--- config.mk ---
export PLATFORM = sky130hd
export DESIGN_NAME = disparity_wta
export DESIGN_NICKNAME = d
export VERILOG_FILES = /design/src/rtl/stereo_pkg.sv /design/src/rtl/wta_uniq_check.sv /design/src/rtl/disparity_wta.sv
export SDC_FILE = /design/constraint.sdc
export NUM_CORES = 1
export LEC_CHECK = 0
export CORE_UTILIZATION = 57
export CTS_CLUSTER_SIZE = 12
export DETAILED_ROUTE_END_ITERATION = 8
export PLACE_DENSITY_LB_ADDON = 0.08
export RECOVER_POWER = 50
export SLEW_MARGIN = 20
export SYNTH_ARGS = -nofsm -noshare
export SYNTH_HDL_FRONTEND = slang
export SYNTH_SLANG_ARGS = --single-unit
--- constraint.sdc ---
create_clock -name iClk -period 17.4 [get_ports iClk]
set_input_delay 1.74 -clock iClk [delete_from_list [all_inputs] [get_ports iClk]]
set_output_delay 1.74 -clock iClk [all_outputs]
set_load 0.1 [all_outputs]
--- src/rtl/stereo_pkg.sv ---
// stereo_pkg: definitions shared by the stereo-matching custom instructions.
// Holds the opcode map, default cost width / disparity range, the busy-FSM
// state type and the result-word field positions used by the driver header.
package stereo_pkg;

   // Defaults for the WTA selector parameters.
   localparam int unsigned DEF_COST_W   = 16;
   localparam int unsigned DEF_MAX_DISP = 64;

   // Opcodes carried on iOp.
   localparam logic [3:0] OP_CLR   = 4'h1;
   localparam logic [3:0] OP_PUSH  = 4'h2;
   localparam logic [3:0] OP_RATIO = 4'h3;
   localparam logic [3:0] OP_THR   = 4'h4;
   localparam logic [3:0] OP_RES   = 4'h8;
   localparam logic [3:0] OP_SEC   = 4'h9;
   localparam logic [3:0] OP_NBR   = 4'hA;
   localparam logic [3:0] OP_CNT   = 4'hB;

   // Field positions of the OP_RES result word.
   localparam int unsigned RES_VALID_BIT = 31;
   localparam int unsigned RES_OVF_BIT   = 30;
   localparam int unsigned RES_BEST_LSB  = 8;
   localparam int unsigned RES_DISP_LSB  = 0;

   // Busy FSM of the custom instruction.
   typedef enum logic [1:0] {
      StIdle,
      StExec,
      StMul
   } wtaState_t;

endpackage

--- src/rtl/wta_uniq_check.sv ---
// wta_uniq_check: registered uniqueness test for the winner-take-all selector.
// On iLoad the two scaled costs 16*second and (16+ratio)*best are registered;
// oUniq compares those registers, so it is valid one enabled cycle after load.
// Ports:
//   iClk, iReset      clock, asynchronous active-high reset
//   iClk_en           clock enable, low holds the product registers
//   iLoad             capture the products from iBest/iSecond/iRatio
//   iBest, iSecond    best and second-best costs
//   iRatio            uniqueness ratio in 1/16 steps (0 disables the test)
//   oUniq             1 when the best cost is unique enough
module wta_uniq_check
   import stereo_pkg::*;
#(
   parameter int unsigned COST_W = DEF_COST_W
) (
   input  logic              iClk,
   input  logic              iReset,
   input  logic              iClk_en,
   input  logic              iLoad,
   input  logic [COST_W-1:0] iBest,
   input  logic [COST_W-1:0] iSecond,
   input  logic [7:0]        iRatio,
   output logic              oUniq
);

   // (16 + 255) * (2^COST_W - 1) fits in COST_W + 9 bits, so neither product overflows.
   localparam int unsigned PW = COST_W + 9;

   logic [8:0]    scale;
   logic [PW-1:0] rLhs;
   logic [PW-1:0] rRhs;
   logic          rRatioZero;

   assign scale = 9'd16 + {1'b0, iRatio};

   always_ff @(posedge iClk or posedge iReset) begin
      if (iReset) begin
         rLhs       <= '0;
         rRhs       <= '0;
         rRatioZero <= 1'b1;
      end else if (iClk_en && iLoad) begin
         rLhs       <= PW'(iSecond) << 4;
         rRhs       <= PW'(iBest) * PW'(scale);
         rRatioZero <= (iRatio == 8'd0);
      end
   end

   assign oUniq = rRatioZero || (rLhs > rRhs);

endmodule

--- src/rtl/disparity_wta.sv ---
// disparity_wta: winner-take-all disparity selector (Nios II multicycle custom
// instruction). Software pushes one cost per disparity in ascending order; the
// block keeps best / second-best costs and the costs either side of the best.
// Ports:
//   iClk, iReset   clock, asynchronous active-high reset
//   iClk_en        custom-instruction clock enable; low freezes all state
//   iStart         one-cycle instruction start strobe
//   iOp            opcode (see stereo_pkg)
//   iA             operand, sampled in the iStart cycle
//   oDone          one-cycle completion pulse
//   oRes           registered result, held until the next completion
module disparity_wta
   import stereo_pkg::*;
#(
   parameter int unsigned MAX_DISP = DEF_MAX_DISP,
   parameter int unsigned COST_W   = DEF_COST_W
) (
   input  logic        iClk,
   input  logic        iReset,
   input  logic        iClk_en,
   input  logic        iStart,
   input  logic [3:0]  iOp,
   input  logic [31:0] iA,
   output logic        oDone,
   output logic [31:0] oRes
);

   localparam logic [COST_W-1:0] COST_ONES = '1;
   localparam logic [8:0]        MAX_CNT   = 9'(MAX_DISP);

   wtaState_t rState, nState;

   logic [COST_W-1:0] rBest, rSecond, rLeft, rRight, rPrev, rThr;
   logic [COST_W-1:0] nBest, nSecond, nLeft, nRight, nPrev, nThr;
   logic [7:0]        rDisp, nDisp, rRatio, nRatio;
   logic [8:0]        rCnt, nCnt;
   logic              rPendR, nPendR, rOvf, nOvf;
   logic              nDone;
   logic [31:0]       nRes;

   logic              accept;     // instruction taken this cycle
   logic              finishRes;  // second stage of OP_RES completes this cycle
   logic              uniq;
   logic [COST_W-1:0] cost;
   logic [31:0]       resWord;

   assign cost = iA[COST_W-1:0];

   // Operand bits above the cost field are not used by any opcode.
   generate
      if (COST_W < 32) begin : gUnusedA
         logic unusedA;
         assign unusedA = ^iA[31:COST_W];
      end
   endgenerate

   // ---------------------------------------------------------------- busy FSM
   always_ff @(posedge iClk or posedge iReset) begin
      if (iReset) begin
         rState <= StIdle;
      end else if (iClk_en) begin
         rState <= nState;
      end
   end

   always_comb begin
      nState = rState;
      unique case (rState)
         StIdle:  if (iStart) nState = (iOp == OP_RES) ? StMul : StExec;
         StMul:   nState = StExec;
         StExec:  nState = StIdle;
         default: nState = StIdle;
      endcase
   end

   always_comb begin
      accept    = 1'b0;
      finishRes = 1'b0;
      if (iClk_en) begin
         accept    = iStart && (rState == StIdle);
         finishRes = (rState == StMul);
      end
   end

   // ------------------------------------------------------- uniqueness stage
   wta_uniq_check #(
      .COST_W (COST_W)
   ) uUniq (
      .iClk    (iClk),
      .iReset  (iReset),
      .iClk_en (iClk_en),
      .iLoad   (accept && (iOp == OP_RES)),
      .iBest   (rBest),
      .iSecond (rSecond),
      .iRatio  (rRatio),
      .oUniq   (uniq)
   );

   // State cannot change while in StMul, so the live registers are still the
   // values the products were taken from.
   always_comb begin
      resWord                       = '0;
      resWord[RES_VALID_BIT]        = (rCnt != '0) && (rBest <= rThr) && uniq;
      resWord[RES_OVF_BIT]          = rOvf;
      resWord[RES_BEST_LSB +: 16]   = 16'(rBest);
      resWord[RES_DISP_LSB +: 8]    = rDisp;
   end

   // ------------------------------------------------------------- datapath
   always_comb begin
      nBest   = rBest;
      nSecond = rSecond;
      nLeft   = rLeft;
      nRight  = rRight;
      nPrev   = rPrev;
      nThr    = rThr;
      nDisp   = rDisp;
      nRatio  = rRatio;
      nCnt    = rCnt;
      nPendR  = rPendR;
      nOvf    = rOvf;
      nDone   = 1'b0;
      nRes    = oRes;

      if (accept) begin
         if (iOp != OP_RES) begin
            nDone = 1'b1;
            nRes  = '0;
         end
         case (iOp)
            OP_CLR: begin
               nBest   = COST_ONES;
               nSecond = COST_ONES;
               nLeft   = COST_ONES;
               nRight  = COST_ONES;
               nPrev   = '0;
               nCnt    = '0;
               nDisp   = '0;
               nPendR  = 1'b0;
               nOvf    = 1'b0;
            end
            OP_PUSH: begin
               if (rCnt == MAX_CNT) begin
                  nOvf = 1'b1;
               end else begin
                  // Right neighbour of the current best is the cost pushed just after it.
                  if (rPendR) begin
                     nRight = cost;
                     nPendR = 1'b0;
                  end
                  // Strict compare: on ties the lowest disparity wins.
                  if (cost < rBest) begin
                     nSecond = rBest;
                     nBest   = cost;
                     nDisp   = rCnt[7:0];
                     nLeft   = (rCnt == '0) ? COST_ONES : rPrev;
                     nRight  = COST_ONES;
                     nPendR  = 1'b1;
                  end else if (cost < rSecond) begin
                     nSecond = cost;
                  end
                  nPrev = cost;
                  nCnt  = rCnt + 9'd1;
               end
            end
            OP_RATIO: nRatio = iA[7:0];
            OP_THR:   nThr   = cost;
            OP_SEC:   nRes   = 32'(rSecond);
            OP_NBR:   nRes   = {16'(rLeft), 16'(rRight)};
            OP_CNT:   nRes   = 32'(rCnt);
            default:  ;
         endcase
      end else if (finishRes) begin
         nDone = 1'b1;
         nRes  = resWord;
      end
   end

   always_ff @(posedge iClk or posedge iReset) begin
      if (iReset) begin
         rBest   <= COST_ONES;
         rSecond <= COST_ONES;
         rLeft   <= COST_ONES;
         rRight  <= COST_ONES;
         rPrev   <= '0;
         rThr    <= COST_ONES;
         rDisp   <= '0;
         rRatio  <= '0;
         rCnt    <= '0;
         rPendR  <= 1'b0;
         rOvf    <= 1'b0;
         oDone   <= 1'b0;
         oRes    <= '0;
      end else if (iClk_en) begin
         rBest   <= nBest;
         rSecond <= nSecond;
         rLeft   <= nLeft;
         rRight  <= nRight;
         rPrev   <= nPrev;
         rThr    <= nThr;
         rDisp   <= nDisp;
         rRatio  <= nRatio;
         rCnt    <= nCnt;
         rPendR  <= nPendR;
         rOvf    <= nOvf;
         oDone   <= nDone;
         oRes    <= nRes;
      end
   end

endmodule

## Yosys cells after proc, flatten, opt, wreduce, memory -nomap -nowiden

Cells that the tools add are included.

- $lt $le $gt $ge: 4
- Multiplexer cells: 39
- Multipliers: 1
- Equality and inequality tests: 18
- Add/sub/neg operators: 2
- Reductions and logical operators: 21

Operators by type and width:

| cell | count |
|---|---|
| two-way mux 16 bit | 12 |
| one-hot mux 16 bit (2 select lines) | 5 |
| two-way mux 32 bit | 3 |
| one-hot mux 32 bit (3 select lines) | 1 |
| < comparator 16 bit | 2 |
| > comparator 20 x 25 -> 1 bit | 1 |
| multiplier 16 x 9 -> 25 bit | 1 |
| one-hot mux 9 bit (2 select lines) | 1 |
| equality test 4 bit (second input constant) | 4 |
| <= comparator 16 bit | 1 |
| two-way mux 8 bit | 2 |
| one-hot mux 8 bit (2 select lines) | 1 |
| AND reduction 5 bit | 3 |
| adder 5 x 8 -> 9 bit (first input constant) | 1 |
| adder 9 x 1 -> 9 bit (second input constant) | 1 |
| equality test 9 x 7 -> 1 bit (second input constant) | 1 |
| zero test 9 bit | 1 |
| two-way mux 9 bit | 1 |
| AND reduction 3 bit | 3 |
| nonzero test 9 bit | 1 |
| equality test 4 x 2 -> 1 bit (second input constant) | 2 |
| zero test 8 bit | 1 |
| two-way mux 1 bit | 8 |
| inequality test 2 bit (second input constant) | 4 |
| 15 further kinds | 24 |

- Register bits after elaboration: 200

## Longest topological paths before layout

Gate-level depths: netlist (run 1).

- Word-level depth: 5
- Gate-level depth with buffers: 22
- Mapped depth without buffers: 20

## Hierarchy

A second synthesis (run 1) with hierarchy kept.

- Cells, all modules: 1545
- Area, all modules: 15024.4 sq um

Modules (own cells, without submodules):

| module | sequential area each (sq um) | cells each | area each (sq um) | instances |
|---|---|---|---|---|
| disparity_wta | 4053.9 | 796 | 8272.9 | 1 |
| wta_uniq_check | 1052.3 | 749 | 6751.5 | 1 |

## Least setup slack after synthesis (run 1)

Ideal clock, no wire load.

- Path kind: reg2reg
- Start: register rRatio[4]
- End: register uUniq.rRhs[24]
- Setup slack: 11.839 ns
- Setup time: 0.131 ns
- Arrival time: 5.430 ns
- Stages on the path, launching flop included: 21
- Data required time: 17.269 ns
- Path through: dfrtp_1 > clkbuf_1 > nand3_1 > xor2_1 > clkbuf_1 > nor2_1 > fa_1 > fa_1 > fa_1 > inv_1 > fa_1 > inv_1 > ha_1 > a21o_1 > a21oi_1 > nand4b_1 > a41oi_1 > o21ai_0 > a211oi_1 > a2111o_1 > o211ai_1

- Word-level cells in the longest chain between the ends: 2

RTL lines:

| element | line | RTL |
|---|---|---|
| start, declared | disparity_wta.sv:35 | `logic [7:0] rDisp, nDisp, rRatio, nRatio;` |
| start signal, assigned | disparity_wta.sv:202 | `rRatio <= nRatio;` |
| adder 5 x 8 -> 9 bit | wta_uniq_check.sv:34 | `assign scale = 9'd16 + {1'b0, iRatio};` |
| multiplier 16 x 9 -> 25 bit | wta_uniq_check.sv:43 | `rRhs <= PW'(iBest) * PW'(scale);` |
| end signal, assigned | wta_uniq_check.sv:43 |  |
| end, declared | wta_uniq_check.sv:31 | `logic [PW-1:0] rRhs;` |

Every way passes these cells.
A chain may end at the register's enable or synchronous reset.

==> results.yml, run 1 <==
flow_run:
  drv_cap: 2
sta:
  hold_viol_final: 0
  skew_ps: 20.8
  max_slew_margin_pct: -271
  fmax_mhz: 116
  finalSetupViolCount: 0
  whs_ps: 479
  worst_pin_slew_ps: 5540
  rsz0062_at_grt: "no"
  setup_tns_ps: 0
  period_share_pct: 49.5
  slew_viol_final: 203
  min_period_ps: 8620
clock_tree:
  cts.sinks: 200
  cts_tree: "done"
  max-clock-path-buffers: 2
  cts_buffers: 17
  htreeDepth: 4
  insertion_delay_ps: 460
  ctsResizeCount: 0
  clock-root-buffer: "clkbuf_16"
  postCtsSetupBuffers: 0
  cts.clk_slew.worst_paths_ps: 80
  ctsHoldBuffers: 0
placement:
  placed_cells: 1803
  io_buffers: 56
  gp_congestion: 0.852
  dp_hpwl_mm: 26.3
yosys:
  synth_fp_nets: 1736
  synth_top_area_share_pct: 21.1
  synth_flop_cell: "dfrtp_1"
  syn-cell-area_sq_um: 14100
  ys_seq_area_share_pct: 36.2
  syn_inst: 1486
  avgSynthCellArea_sq_um: 9.51
  synth_edf_count: 0
  yosysUniqueCellTypes: 61
  synth_top_cell_by_area: "dfrtp_1"
  synth_warnings: 0
  ys_seq_elements: 200
  async_reset_ff_share_pct: 100
  ys_top_cells_by_area: "dfrtp_1, dfstp_2, fa_1"
critical_path:
  end_kind: "async pin"
  criticalPathCategory: "input pin to async pin"
  cp_data_required_time_ps: 17090
  worstPathMaxFanout: 126
  reg2reg_depth: 18
  cp.arrival_ps: 8310
  worstPathCellList: "dlygate4sd3_1 > clkinvlp_2 > clkbuf_1"
  max_stage_delay_ps: 3050
  worstSetupStartpointType: "input pin"
  crit_path_top_delay_cell: "clkinvlp_2"
global_route:
  grt_pass1_vias: 10626
  grt_usage_pct: 29.9
  antenna_found_initial: 0
  grt_overflow: 0
  grt_max_degree: 127
  grt_pass1_wl_mm: 58.9
run_status:
  violations: "max-capacitance violations, max-slew violations"
  run_status: "complete, but fails checks"
min_path:
  holdPathStages: 2
  min_path_type: "flop to flop"
cells_and_area:
  fill_cells: 2029
  layoutNonFillerInstCount: 1835
  multiInputGateArea_sq_um: 7890
  diodes: 0
  seq_area_sq_um: 5110
  drive_above_1_share_pct: 9.73
  utilization_pct: 64.0
  nets: 1748
  area_growth_pct: 10.1
floorplanning:
  die_h_um: 159
  row_count: 57
  die_w_um: 159
  start_util_pct: 58.1
  pin_count: 73
  core_area_sq_um: 24300
  die_area_sq_um: 25400
detailed_routing:
  drc_errors: 0
  totalWireLength_mm: 36.0
  drtIter0Drc: 1085
  wl_per_cell_um: 19.6
  dr.pass1.iters: 8
  viasPerCell: 5.92
  ant_nets: 0
  vias: 10857
==> cell usage after synthesis (2+ instances only) <==
master	number
ha_1	111
buf_1	3
dfstp_2	81
a22oi_1	33
and3_1	6
o41ai_1	2
or2_2	2
o22a_1	32
inv_1	228
xnor2_1	8
nand2_1	176
nor3_1	8
nand3_1	14
o21ai_0	106
or3_1	3
and2_1	60
a21o_1	28
a221o_1	5
o211ai_1	3
nor2b_1	10
nor2_1	76
mux2_2	11
a31oi_1	3
o21bai_1	3
a21oi_1	55
xor2_1	14
nand4b_1	2
nand2b_1	10
o21a_1	5
a222oi_1	16
dfrtp_1	119
clkbuf_1	64
nand4_1	17
a211oi_1	4
a221oi_1	4
nor3b_1	2
o31ai_1	19
nor4_1	2
a22o_1	14
fa_1	99
buf_2	7
a41oi_1	2
==> state kept, by name, indices dropped and copies added (netlist names) <==
name / cells
rOvf: 1
uUniq.rRatioZero: 1
uUniq.rRhs: 25
rPendR: 1
rRight: 16
rState: 2
oRes: 32
rRatio: 8
oDone: 1
rCnt: 9
rBest: 16
rDisp: 8
rThr: 16
uUniq.rLhs: 16
rLeft: 16
rPrev: 16
rSecond: 16
==> layout make-up <==
cell class | count | share of cell area, %
clock inverter | 15 | 1.50
multi-input combinational | 984 | 50.7
sequential | 200 | 32.8
inverter | 228 | 5.51
timing repair buffer | 67 | 4.09
tap | 324 | 2.61
clock buffer | 17 | 2.73
==> kinds of logic (layout without fill, tap and decap cells) <==
| family | after synthesis | count (layout) | synth area share [%] |
|---|---|---|---|
| buffers and inverters | 302 | 327 | 8.09 |
| muxes | 11 | 11 | 0.877 |
| xor gates and xnor gates | 22 | 22 | 1.36 |
| and+or+nand+nor | 395 | 395 | 13.1 |
| AOI/OAI and AO/OA | 346 | 346 | 16.6 |
| DFF | 200 | 200 | 36.2 |
| adders and majority gates | 210 | 210 | 23.9 |
==> critical path, delay by kind of cell <==
kind / cells / cell delay (ps)
buf+inv: 3 / 6450
==> cells in the final DEF (no fill, tap or decap), types with 6 or more instances in the layout <==
cell type / netlist / routed
a21o_1: 28 / 28
a21oi_1: 55 / 54
a222oi_1: 16 / 16
a22o_1: 14 / 14
a22oi_1: 33 / 33
and2_1: 60 / 60
and3_1: 6 / 6
buf_4: 0 / 9
clkbuf_16: 0 / 17
clkdlybuf4s50_1: 0 / 53
dfrtp_1: 119 / 119
dfstp_2: 81 / 81
fa_1: 99 / 99
ha_1: 111 / 111
inv_1: 228 / 227
mux2_2: 11 / 11
nand2_1: 176 / 176
nand2b_1: 10 / 10
nand3_1: 14 / 13
nand4_1: 17 / 17
nor2_1: 76 / 76
nor2b_1: 10 / 10
nor3_1: 8 / 9
o21ai_0: 106 / 106
o22a_1: 32 / 32
o31ai_1: 19 / 19
xnor2_1: 8 / 8
xor2_1: 14 / 13
==> worst paths after layout <==
| check | startpoint | slack, ps | endpoint |
|---|---|---|---|
| setup / recovery | iReset | 8780 | uUniq.rRhs[21] |
| hold / removal | oRes[11] | 480 | oRes[11] |
| setup reg to reg | rRatio[4] | 10460 | uUniq.rRhs[24] |
| hold reg to reg | oRes[11] | 480 | oRes[11] |
| max in group iClk | rRatio[4] | 10460 | uUniq.rRhs[24] |
| min in group asynchronous | iReset | 3430 | oRes[3] |
==> routing by layer <==
| layer | vias up | GRT usage (%) | routed length, um |
|---|---|---|---|
| met3 | 47 | 4.32 | 2470 |
| li1 | 4996 | - | - |
| met5 | - | 0 | 0 |
| met4 | 0 | 8.70 | 761 |
| met1 | 5431 | 43.8 | 16100 |
| met2 | 383 | 46.5 | 16800 |
==> stage by stage <==
step | worst slack [ps] | instance area [sq um]
2_1_floorplan | 10340 | 14100
3_3_place_gp | 10470 | 14900
3_5_place_dp | 10360 | 14900
4_1_cts | 10340 | 15600
5_1_grt | 7270 | 15600
6_report | 8780 | 15600
Power of run 1 is left out: the tool's default activity adds up to more than one toggle a clock period on the data nets, which glitch-free logic cannot reach.
==> run 2, diff against run 1 <==
==> constraint.sdc (replaced) <==
create_clock -name iClk -period 8.61 [get_ports iClk]
set_input_delay 0.861 -clock iClk [delete_from_list [all_inputs] [get_ports iClk]]
set_output_delay 0.861 -clock iClk [all_outputs]
set_load 0.1 [all_outputs]
==> run 2 against run 1 <==
  * The run still ends with max-capacitance violations, max-slew violations left
  * Worst setup slack got worse by 7100 ps
  * First-iteration DRC count decreased by 6.0%
  * Register-to-register slack worse by 8800 ps
  * Hold slack better by 3.8 ps
  * Final cell count about the same
  * Critical path type is now flop to flop
  * Critical endpoint is now uUniq.rRhs[24]
==> results.yml, run 2 (same netlist as run 1, synthesis figures left out) <==
global_route:
  grt_pass1_wl_mm: 59.2
  antenna_found_initial: 0
  use_met2_pct: 46.8
  grt_usage_pct: 30.4
  grt_overflow: 0
  grt_max_degree: 126
  grt_util_met1_pct: 43.5
  grt_pass1_vias: 10760
  top_usage_layer: "met2"
  grtUsageMet3_pct: 5.86
cells_and_area:
  fill_cells: 2070
  layout_commonest_cell: "inv_1"
  top_register: "oRes"
  top_regs: "oRes x32, uUniq.rRhs x25"
  drive_above_1_share_pct: 9.66
  layoutNonFillerInstCount: 1836
  largest_reg_flops: 32
  seq_area_sq_um: 5110
  multiInputGateArea_sq_um: 7890
  area_growth_pct: 10.1
  nets: 1748
  final_cell_mix: "inv_1, nand2_1, dfrtp_1"
critical_path:
  endpoint: "uUniq.rRhs[24]"
  cp.arrival_ps: 7300
  worstSetupStartpointType: "flop"
  cp-startpoint: "rRatio[4]"
  end_kind: "flop"
  timing.rr.start: "rRatio[4]"
  worstPathMaxFanout: 17
  criticalPathCategory: "flop to flop"
  reg2reg_slack_ps: 1650
  reg2reg_depth: 18
  cp_data_required_time_ps: 8950
  timing.rr.end: "uUniq.rRhs[24]"
floorplanning:
  start_util_pct: 58.1
  row_count: 57
  die_area_sq_um: 25400
  die_h_um: 159
  core_area_sq_um: 24300
  pin_count: 73
  die_w_um: 159
sta:
  period_share_pct: 80.9
  worst_pin_slew_ps: 5420
  max_slew_margin_pct: -264
  setup_tns_ps: 0
  fmax_mhz: 144
  hold_viol_final: 0
  rsz0062_at_grt: "no"
  min_period_ps: 6960
  skew_ps: 23.1
  slew_viol_final: 203
  finalSetupViolCount: 0
detailed_routing:
  dr.pass1.iters: 7
  wl_per_cell_um: 19.8
  totalWireLength_mm: 36.3
  vias: 10881
  ant_nets: 0
  drc_errors: 0
  viasPerCell: 5.93
  drtIter0Drc: 1020
clock_tree:
  insertion_delay_ps: 460
  ctsResizeCount: 0
  ctsHoldBuffers: 0
  cts.sinks: 200
  clock-root-buffer: "clkbuf_16"
  cts_tree: "done"
  htreeDepth: 4
  cts_buffers: 17
  max-clock-path-buffers: 2
  cts.clk_slew.worst_paths_ps: 90
  postCtsSetupBuffers: 0
min_path:
  min_path_type: "flop to flop"
run_status:
  violations: "max-capacitance violations, max-slew violations"
  run_status: "complete, but fails checks"
placement:
  placed_cells: 1803
  gp_congestion: 0.840
  dp_hpwl_mm: 26.4
  io_buffers: 56
flow_run:
  drv_cap: 2
==> run 2: layer usage <==
metal	vias up	wire, um
met4	0	821
met1	5440	16200
met3	67	2550
met5	-	0
li1	4995	-
met2	379	16800
==> run 2: per-stage QoR <==
stage          worst slack [ps]  instance area (sq um)  utilization [%]  hold WS [ps]
2_1_floorplan              2430                  14100                -           441
3_3_place_gp               1760                  14900             61.3           458
3_5_place_dp               1760                  14900             61.3           467
4_1_cts                    1740                  15600             64.0           487
5_1_grt                    1190                  15500             63.9           505
6_report                   1650                  15500             63.9           483
==> run 2: area by class of cell <==
cell class | count | share of cell area (%)
inverter | 228 | 5.51
sequential | 200 | 32.8
tap | 324 | 2.61
clock buffer | 17 | 2.74
clock inverter | 15 | 1.50
timing repair buffer | 67 | 4.07
multi-input combinational | 984 | 50.7
antenna | 1 | 0.0161
==> run 2: worst min path at each step <==
| stage | start | endpoint | slack, ps | depth (start not counted) |
|---|---|---|---|---|
| after global placement | uUniq.rRhs[23] | uUniq.rRhs[23] | 460 | 2 |
| after detailed placement | rPrev[15] | rPrev[15] | 470 | 2 |
| after floorplan | uUniq.rRhs[20] | uUniq.rRhs[20] | 440 | 2 |
| after CTS | rPrev[15] | rPrev[15] | 490 | 2 |
| after global routing | rPrev[15] | rPrev[15] | 500 | 2 |
| final | oRes[11] | oRes[11] | 480 | 2 |
==> run 2: worst max-delay path, cell delays in order (launching register included) <==
cell and delay (ps):
dfrtp_1 770, ha_1 280, xor2_1 870, and2_1 250
fa_1 440, fa_1 520, fa_1 560, inv_1 60
fa_1 520, inv_1 40, ha_1 340, a21o_1 170
a21oi_1 290, nand4b_1 210, a41oi_1 480, o21ai_0 250
a211oi_1 500, a2111o_1 220, o211ai_1 80
Power of run 2 is left out for the same reason.
